--- src/rtl/bm_logic_pipe.sv ---
// bm_logic_pipe: eight-function bitwise logic unit feeding a STAGES-deep
// valid/ready pipeline with per-stage backpressure and bubble collapsing.
// The function result is computed combinationally from the input operands
// and captured in stage 0; later stages only carry data to the output.
// Optional macro BM_LOGIC_PIPE_PARITY_EN adds out_par, the XOR-reduction of
// the vector result, carried alongside the data through every stage.
module bm_logic_pipe #(
  parameter int WIDTH  = 32,
  parameter int STAGES = 2,
  parameter int CNT_W  = 16
) (
  input  logic             clock,
  input  logic             reset_n,
  input  logic             in_valid,
  output logic             in_ready,
  input  logic [2:0]       op,
  input  logic [WIDTH-1:0] a_in,
  input  logic [WIDTH-1:0] b_in,
  input  logic             c_in,
  input  logic             d_in,
  output logic             out_valid,
  input  logic             out_ready,
  output logic [WIDTH-1:0] out0,
  output logic             out1,
`ifdef BM_LOGIC_PIPE_PARITY_EN
  output logic             out_par,
`endif
  output logic [CNT_W-1:0] res_count
);

  // Operation encodings; every 3-bit value is a legal operation.
  localparam logic [2:0] OP_AND  = 3'd0;
  localparam logic [2:0] OP_OR   = 3'd1;
  localparam logic [2:0] OP_XOR  = 3'd2;
  localparam logic [2:0] OP_NAND = 3'd3;
  localparam logic [2:0] OP_NOR  = 3'd4;
  localparam logic [2:0] OP_XNOR = 3'd5;
  localparam logic [2:0] OP_ANDN = 3'd6;
  localparam logic [2:0] OP_PASS = 3'd7;

  // Function outputs feeding stage 0.
  logic [WIDTH-1:0] w_res0;
  logic             w_res1;

  // Per-stage load enables and the output handshake.
  logic [STAGES-1:0] w_ld;
  logic              w_deliver;

  // Per-stage state: valid flag, vector data, scalar data.
  logic [STAGES-1:0] r_v;
  logic [WIDTH-1:0]  r_d0 [STAGES];
  logic [STAGES-1:0] r_d1;
  logic [CNT_W-1:0]  r_cnt;

`ifdef BM_LOGIC_PIPE_PARITY_EN
  logic              w_par;
  logic [STAGES-1:0] r_par;
`endif

  // Apply the selected bitwise function to both the vector and scalar pairs.
  always_comb begin
    w_res0 = '0;
    w_res1 = 1'b0;
    case (op)
      OP_AND:  begin w_res0 = a_in & b_in;    w_res1 = c_in & d_in;    end
      OP_OR:   begin w_res0 = a_in | b_in;    w_res1 = c_in | d_in;    end
      OP_XOR:  begin w_res0 = a_in ^ b_in;    w_res1 = c_in ^ d_in;    end
      OP_NAND: begin w_res0 = ~(a_in & b_in); w_res1 = ~(c_in & d_in); end
      OP_NOR:  begin w_res0 = ~(a_in | b_in); w_res1 = ~(c_in | d_in); end
      OP_XNOR: begin w_res0 = ~(a_in ^ b_in); w_res1 = ~(c_in ^ d_in); end
      OP_ANDN: begin w_res0 = a_in & ~b_in;   w_res1 = c_in & ~d_in;   end
      OP_PASS: begin w_res0 = a_in;           w_res1 = c_in;           end
      default: begin w_res0 = '0;             w_res1 = 1'b0;           end
    endcase
  end

  // The recursive ready chain ld[i] = !v[i] || ld[i+1] (ending in out_ready)
  // unrolls to: stage i may load if the output is being taken or any stage
  // from i to the end is empty. Writing it flat avoids a self-referencing
  // combinational vector while keeping the same per-stage meaning.
  genvar gi;
  generate
    for (gi = 0; gi < STAGES; gi++) begin : g_ld
      assign w_ld[gi] = out_ready | ~(&r_v[STAGES-1:gi]);
    end
  endgenerate

  assign in_ready  = w_ld[0];
  assign w_deliver = r_v[STAGES-1] & out_ready;

  // Advance valid flags and data; data only moves when its source is valid,
  // so a stalled or bubbled stage keeps its previous contents.
  always_ff @(posedge clock) begin
    if (!reset_n) begin
      r_v  <= '0;
      r_d1 <= '0;
      for (int i = 0; i < STAGES; i++) begin
        r_d0[i] <= '0;
      end
    end else begin
      if (w_ld[0]) begin
        r_v[0] <= in_valid;
        if (in_valid) begin
          r_d0[0] <= w_res0;
          r_d1[0] <= w_res1;
        end
      end
      for (int i = 1; i < STAGES; i++) begin
        if (w_ld[i]) begin
          r_v[i] <= r_v[i-1];
          if (r_v[i-1]) begin
            r_d0[i] <= r_d0[i-1];
            r_d1[i] <= r_d1[i-1];
          end
        end
      end
    end
  end

  // Count delivered results; wraps naturally at 2^CNT_W.
  always_ff @(posedge clock) begin
    if (!reset_n) begin
      r_cnt <= '0;
    end else if (w_deliver) begin
      r_cnt <= r_cnt + CNT_W'(1);
    end
  end

`ifdef BM_LOGIC_PIPE_PARITY_EN
  assign w_par = ^w_res0;

  // Carry the parity bit in lockstep with the vector data.
  always_ff @(posedge clock) begin
    if (!reset_n) begin
      r_par <= '0;
    end else begin
      if (w_ld[0] && in_valid) begin
        r_par[0] <= w_par;
      end
      for (int i = 1; i < STAGES; i++) begin
        if (w_ld[i] && r_v[i-1]) begin
          r_par[i] <= r_par[i-1];
        end
      end
    end
  end

  assign out_par = r_par[STAGES-1];
`endif

  assign out_valid = r_v[STAGES-1];
  assign out0      = r_d0[STAGES-1];
  assign out1      = r_d1[STAGES-1];
  assign res_count = r_cnt;

endmodule

--- config.mk ---
export PLATFORM = sky130hd
export DESIGN_NAME = bm_logic_pipe
export DESIGN_NICKNAME = d
export VERILOG_FILES = /design/src/rtl/bm_logic_pipe.sv
export SDC_FILE = /design/constraint.sdc
export NUM_CORES = 1
export LEC_CHECK = 0
export CAP_MARGIN = 20
export CORE_AREA = 2 2 121 123
export CTS_CLUSTER_SIZE = 40
export DETAILED_ROUTE_END_ITERATION = 8
export DIE_AREA = 0 0 123 125
export GPL_ROUTABILITY_DRIVEN = 1
export PLACE_DENSITY_LB_ADDON = 0.15
export SLEW_MARGIN = 20
export SYNTH_ARGS = -nofsm -noshare
export SYNTH_HDL_FRONTEND = slang
export SYNTH_SLANG_ARGS = --single-unit
export TNS_END_PERCENT = 30
--- constraint.sdc ---
create_clock -name clock -period 6.25 [get_ports clock]
set_input_delay 1.875 -clock clock [delete_from_list [all_inputs] [get_ports clock]]
set_output_delay 1.875 -clock clock [all_outputs]
set_load 0.02 [all_outputs]
======== After elaboration in Yosys (flattened, before gate mapping) ========
Memories as Yosys holds them, arrays and structs flattened.
Cells that the tools add are included.
cells by class
  add/subtract/negate cells ............... 1
  multiply operators ...................... 0
  divide/modulo/power cells ............... 0
  order comparisons ....................... 0
  equality and inequality tests ........... 7
  shift operators ......................... 0
  mux-type cells .......................... 13
  bitwise operators ....................... 23
  reductions and logical operators ........ 4
operators with widths
  cell                     count
  $pmux W32 S8             1
  $not A32 Y32             4
  $and A32 B32 Y32         2
  $mux W32                 2
  $or A32 B32 Y32          1
  $xor A32 B32 Y32         1
  $add A16 B1 Y16 const B  1
  $eq A3 B3 Y1 const B     4
  $mux W1                  9
  $pmux W1 S8              1
  $eq A3 B2 Y1 const B     2
  $not A1 Y1               6
  $reduce_and A2 Y1        3
  $or A1 B1 Y1             5
  $and A1 B1 Y1            3
  $eq A3 B1 Y1 const B     1
  $logic_not A3 Y1         1
  $xor A1 B1 Y1            1
word-level totals
  register bits ........................... 20
  latch bits .............................. 0
  memory bits (writable) .................. 64
  memory bits (read-only) ................. 0
  input port bits ......................... 73
  output and inout port bits .............. 51
  logic and storage cells ................. 54
  memories kept ........................... 1
memories
  name  depth  width  rd ports  clocked after Yosys merged registers in  wr ports  RTL line  text
  r_d0  2      32     2         0                                        2         51        logic [WIDTH-1:0] r_d0 [STAGES];

======== Longest topological paths before layout ========
Gate-level depths: netlist of the first run.
  depth after elaboration ................. 7
  gate-level depth with buffers ........... 7
  gate-level depth less buffers ........... 6

======== Worst setup path before layout of the first run ========
Ideal clock, no wire load.
  path kind ............................... input port to output port
  start point ............................. input port out_ready
  end point ............................... output port in_ready
  data arrival time ....................... 2.189 ns
  data required time ...................... 4.375 ns
  setup slack ............................. 2.186 ns
  stages on the path ...................... 1
  path buffers ............................ 0
  path through ............................ nand3b_1
on the way
  longest elaborated chain between the ends .. 1
ends and longest elaborated chain
  item             RTL line  text
  start, declared  22        input logic out_ready,
  $or A1 B1 Y1     84        assign w_ld[gi] = out_ready | ~(&r_v[STAGES-1:gi]);
  end, declared    15        output logic in_ready,
No other way between the ends.

======== Worst setup path after layout of the first run ========
Ends and elaborated chain as after synthesis.

==> results of run 1 <==
worst min path at each step:
stage	from	end	slack, ns	cells past startpoint
finish	r_d1[0]	r_d1[0]	0.48	2
global route	r_d1[0]	r_d1[0]	0.50	2
CTS	r_d1[0]	r_d1[0]	0.48	2
detailed placement	r_d1[0]	r_d1[0]	0.47	2
global placement	r_d1[0]	r_d1[0]	0.46	2
floorplan	r_d1[0]	r_d1[0]	0.44	2
state kept, by name, indices dropped and copies added (netlist names):
signal	cells
r_d0	64
r_v	2
res_count	16
r_d1	2
per-stage QoR:
step / setup WS [ns] / std cells
2_1_floorplan: 2.186 / 710
3_3_place_gp: 1.077 / 951
3_5_place_dp: 1.026 / 951
4_1_cts: 1.020 / 967
5_1_grt: 0.9432 / 967
6_report: 1.025 / 967
power by group through the flow:
| stage | Sequential (mW) | Clock (mW) | Combinational, mW |
|---|---|---|---|
| after floorplan | 0.665 | 0 | 0.235 |
| after global placement | 0.670 | 0 | 0.340 |
| after detailed placement | 0.671 | 0 | 0.355 |
| after CTS | 0.659 | 0.526 | 0.357 |
| after global routing | 0.662 | 0.546 | 0.395 |
| final | 0.659 | 0.520 | 0.358 |
layout make-up:
cell class | count | area [sq um] | share of cell area [%]
multi-input combinational | 476 | 3860 | 46.69
inverter | 75 | 281.5 | 3.405
tap | 184 | 230.2 | 2.785
clock buffer | 11 | 254.0 | 3.072
timing repair buffer | 132 | 1289 | 15.59
clock inverter | 5 | 31.28 | 0.3783
sequential | 84 | 2322 | 28.09
cells by family (layout without fill, tap and decap cells):
logic type                 after synthesis  after routing  share of synthesized area, %
xor gates and xnor gates                11             11                         1.403
muxes                                   35             35                         6.776
DFF                                     84             84                         33.81
buffers and inverters                  150            223                         10.11
and+or+nand+nor                        155            155                         12.04
adders and majority gates              100            100                         18.21
AOI/OAI and AO/OA                      175            175                         17.65
critical path: stages:
cell	delay, ns
clkdlybuf4s50_1	0.59
nand3b_1	0.24
clkdlybuf4s50_1	0.64
cells in the mapped netlist, types with 20 or more instances:
cell type / instances
a22oi_1: 20
nor2_1: 44
buf_4: 32
clkbuf_1: 27
inv_1: 74
edfxtp_1: 64
a21oi_1: 35
o21ai_0: 40
mux2i_1: 24
dfxtp_1: 20
and2_1: 34
ha_1: 100
metal layers:
layer  part of all wire (%)  GRT usage (%)  wire, microns
met1                     46          28.92           7379
met2                     48          34.35           7669
met3                    4.1          2.190            654
met4                    2.1          9.091            331
met5                      0              0              0
==> results_dict.tcl, run 1 <==
set metrics [dict create \
    fin_skew_ns 0.008643 \
    min_period_ns 5.225 \
    ctsLongestPathBuffers 2 \
    fillers 1205 \
    powerDensity_mw_per_mm2 185.8 \
    path_clk_slew_ns 0.06 \
    power_mw 1.536 \
    synthFlopType "edfxtp_1" \
    mostFrequentLayoutCells "clkdlybuf4s50_1, ha_1, inv_1" \
    cts.sinks 84 \
    status "complete, no violations" \
    hold_path.class "flip-flop to flip-flop" \
    grt_overflow_total 0 \
    reg2reg_depth 4 \
    r2r_slack_ns 4.41 \
    synth.yosys.seq_area_share_pct 33.81 \
    drtIter0Drc 345 \
    critPathKind "primary input to output port" \
    fmax_ghz 0.1914 \
    synth-edff-count 64 \
    drive_above_1_share_pct 7.152 \
    grt_pass1_vias 5423 \
    grt_use_total_pct 21.27 \
    first_pass_iters 5 \
    io_pins 124 \
    p_int_mw 1.110 \
    yosysUniqueCellTypes 51 \
    synth.area.top_cells "edfxtp_1, ha_1, dfxtp_1, inv_1, mux2i_1" \
    tightest_slew_ns 1.079 \
    postCtsHoldBufs 0 \
    wl_per_cell_microns 16.58 \
    fp-row-count 44 \
    h-tree-depth 3 \
    drc 0 \
    timing.hold.ws_ns 0.4811 \
    fin_crit_sh_pct 83.60 \
    io_buffers 123 \
    cts_resized 0 \
    clkLatencyLatePin_ns 0.34 \
    grt_first_pass_wirelength_microns 26260 \
    routed_wl_microns 16040 \
    synthCells 710 \
    die_w_microns 123 \
    slew_headroom_pct 28.06 \
    ant_nets 0 \
    p_seq_share_pct 42.9 \
    cts_setup_buffers 0 \
    hold_violations 0 \
    power.switching_mw 0.4265 \
    dp_hpwl_microns 11030 \
    synth-seq-cells 84 \
    max-cap-violations 0 \
    yosysWarningCount 0 \
    grt_max_degree 65 \
    final-max-slew-violation-count 0 \
    start_util_pct 48.36 \
    clockRootBuffer "clkbuf_16" \
    p_clk_share_pct 33.8 \
    worst_r2r_endpoint "r_d0[0][27]" \
    crit_arrival_ns 3.35 \
    avgSynthCellArea_sq_um 9.675 \
    antenna_cells 0 \
    finalSetupViolCount 0 \
    cts_tree "yes" \
    worstSetupEndpointType "output port" \
    fin_util_pct 58.21 \
    rsz0062_at_grt "no" \
    cp.required_ns 4.38 \
    place_area_sq_mm 0.007983 \
    tns_ns 0 \
    crit_start "out_ready" \
    leakage_nw 3.519 \
    synthesis.nets 883 \
    antenna_found_initial 0 \
    via_per_inst 5.634 \
    yosys.area.top_type_share_pct 27.98 \
    synth-async-reset-ratio_pct 0 \
    gp_congestion 0.7897 \
    via_count 5448 \
    fp.dieH_microns 125 \
    endpoint "in_ready" \
    nNetsFinal 951 \
    vdd_drop_max_mv 0.1308 \
    switching_share_pct 27.76 \
    cts_buffers 9 \
    final_common_cell "clkdlybuf4s50_1" \
    syn_area_sq_mm 0.006869 \
    comb_power_share_pct 23.3 \
    r2r_start "r_v[1]" \
    yosysTopAreaCell "edfxtp_1" \
    core_area_sq_mm 0.01420 \
    dieArea_sq_mm 0.01538 \
    syn_to_final_growth_pct 20.36 \
    start_kind "primary input" \
    design_area_sq_mm 0.008268 \
    worst-path-max-fanout 7 \
]
Note: power is estimated with default switching activity, not from simulation.
==> inputs of run 2 (changes only) <==
- CORE_AREA: 2 2 121 123 -> 2 2 122 124
- DIE_AREA: 0 0 123 125 -> 0 0 124 126
- clock period: 6.25 -> 4.8 ns (I/O delays scaled with it)
==> run 2 against run 1 <==
Net effect:
- utilization is 0.16 points lower
- final cell count is 0.21% higher
- clock-buffer cell count is 2 higher
- clock power is 40% higher
- power is 34% higher
- sequential power is 31% higher
- hold slack worse by 0.0010 ns
- via count is 1.2% higher
- highest routed layer unchanged
==> results_dict.tcl, run 2 (synthesis gave the netlist of run 1 again) <==
set metrics [dict create \
    hold_violations 0 \
    grt_use_total_pct 20.98 \
    via_count 5513 \
    dp.cells 953 \
    worst_r2r_endpoint "r_d0[0][27]" \
    cp.required_ns 3.36 \
    hold_path.class "flip-flop to flip-flop" \
    rsz0062_at_grt "no" \
    tns_ns 0 \
    clkLatencyLatePin_ns 0.34 \
    antenna_found_initial 0 \
    fp.dieH_microns 126 \
    cts_tree "yes" \
    cts_buffers 9 \
    first_pass_iters 5 \
    final-max-slew-violation-count 0 \
    design_area_sq_mm 0.008309 \
    routed_wl_microns 16120 \
    clockRootBuffer "clkbuf_16" \
    cp_common_cell "clkdlybuf4s50_1" \
    cts.sinks 84 \
    dp_hpwl_microns 11170 \
    gp_congestion 0.8360 \
    max-cap-violations 0 \
    fin_skew_ns 0.007548 \
    grt_max_degree 69 \
    min_path_cells 2 \
    slew_headroom_pct 43.60 \
    ctsLongestPathBuffers 2 \
    grt_overflow_total 0 \
    min_period_ns 4.335 \
    slowest_delay_ns 0.64 \
    largest_reg_flops 64 \
    powerDensity_mw_per_mm2 247.2 \
    switching_share_pct 27.00 \
    critical-path-top-delay-family "buffers and inverters" \
    crit_arrival_ns 2.90 \
    critPathKind "primary input to output port" \
    mostFrequentLayoutCells "clkdlybuf4s50_1, ha_1, inv_1" \
    place_area_sq_mm 0.007991 \
    worstSetupEndpointType "output port" \
    h-tree-depth 3 \
    start_util_pct 47.99 \
    instances_no_fill 969 \
    final_common_cell "clkdlybuf4s50_1" \
    tightest_slew_ns 0.8451 \
    p_seq_share_pct 41.9 \
    power.switching_mw 0.5547 \
    fin_crit_sh_pct 90.32 \
    p_int_mw 1.500 \
    cts_resized 0 \
    io_pins 124 \
    grt_pass1_vias 5305 \
    start_kind "primary input" \
    postCtsHoldBufs 0 \
    finalSetupViolCount 0 \
    r2r_slack_ns 2.92 \
    path_clk_slew_ns 0.06 \
    dieArea_sq_mm 0.01562 \
    fmax_ghz 0.2307 \
    drtIter0Drc 416 \
    nNetsFinal 953 \
    ant_nets 0 \
    reg2reg_depth 5 \
    antenna_cells 0 \
    vdd_drop_max_mv 0.1888 \
    core_area_sq_mm 0.01431 \
    leakage_nw 3.544 \
    syn_to_final_growth_pct 20.97 \
    drc 0 \
    r2r_start "r_v[1]" \
    wl_per_cell_microns 16.63 \
    p_clk_share_pct 35.4 \
    hold_path.startpoint "r_d1[0]" \
    cts_setup_buffers 0 \
    critPathSlowestCell "clkdlybuf4s50_1" \
    grt_first_pass_wirelength_microns 26120 \
    status "complete, no violations" \
    crit_buf_inv 2 \
    fp-row-count 44 \
    regMostFlops "r_d0" \
    min_to "r_d1[0]" \
    fin_util_pct 58.05 \
    die_w_microns 124 \
    io_buffers 123 \
    via_per_inst 5.689 \
    drive_above_1_share_pct 7.516 \
    worst-path-max-fanout 7 \
    cp_num_cells 3 \
    crit_chain "clkdlybuf4s50_1, nand3b_1, clkdlybuf4s50_1" \
    comb_power_share_pct 22.7 \
]
==> run 2: cell count changes in the layout (fill, tap and decap cells not counted), sizes merged <==
cell	previous run	this run
buf	11	13
clkbuf	11	13
clkinv	3	1
==> run 2: worst max-delay path by stage <==
stage / slack (ns) / start / end
finish: 0.46 / out_ready / in_ready
global route: 0.41 / out_ready / in_ready
CTS: 0.46 / out_ready / in_ready
detailed placement: 0.47 / out_ready / in_ready
global placement: 0.49 / out_ready / in_ready
floorplan: 1.61 / out_ready / in_ready
==> run 2: metal layers <==
| metal | global-route usage [%] | vias up | routed length (microns) |
|---|---|---|---|
| li1 | - | 2628 | - |
| met1 | 29.28 | 2673 | 7223 |
| met2 | 33.87 | 188 | 7640 |
| met3 | 2.355 | 24 | 930 |
| met4 | 6.940 | 0 | 324 |
| met5 | 0 | - | 0 |
==> run 2: power by group through the flow <==
stage / registers (mW) / logic [mW] / clock network, mW
5_1_grt: 0.864 / 0.515 / 0.766
2_1_floorplan: 0.866 / 0.306 / 0
4_1_cts: 0.860 / 0.466 / 0.740
3_5_place_dp: 0.876 / 0.463 / 0
6_report: 0.861 / 0.467 / 0.727
3_3_place_gp: 0.875 / 0.442 / 0
==> run 2: worst reg2reg max path, stage by stage, from the launching register on <==
cell and delay (ns):
dfxtp_1 0.39, nand3b_1 0.22, o211a_2 0.20, buf_4 0.48, o21ai_0 0.21, a211oi_1 0.21
==> run 2: metrics by stage <==
step | total power, mW | setup slack [ns] | hold WS (ns)
after floorplan | 1.172 | 1.606 | 0.4446
after global placement | 1.317 | 0.4855 | 0.4629
after detailed placement | 1.339 | 0.4696 | 0.4687
after CTS | 2.065 | 0.4638 | 0.4775
after global routing | 2.146 | 0.4073 | 0.4960
final | 2.054 | 0.4646 | 0.4801
==> run 2: cell type report <==
class | instances | area (sq um)
fillers | 1216 | 6005
multi-input cells | 476 | 3854
flip-flops and latches | 84 | 2322
repair buffers | 134 | 1304
clock buffers | 13 | 296.5
inverters | 75 | 281.5
well taps | 184 | 230.2
clock inverters | 3 | 21.27
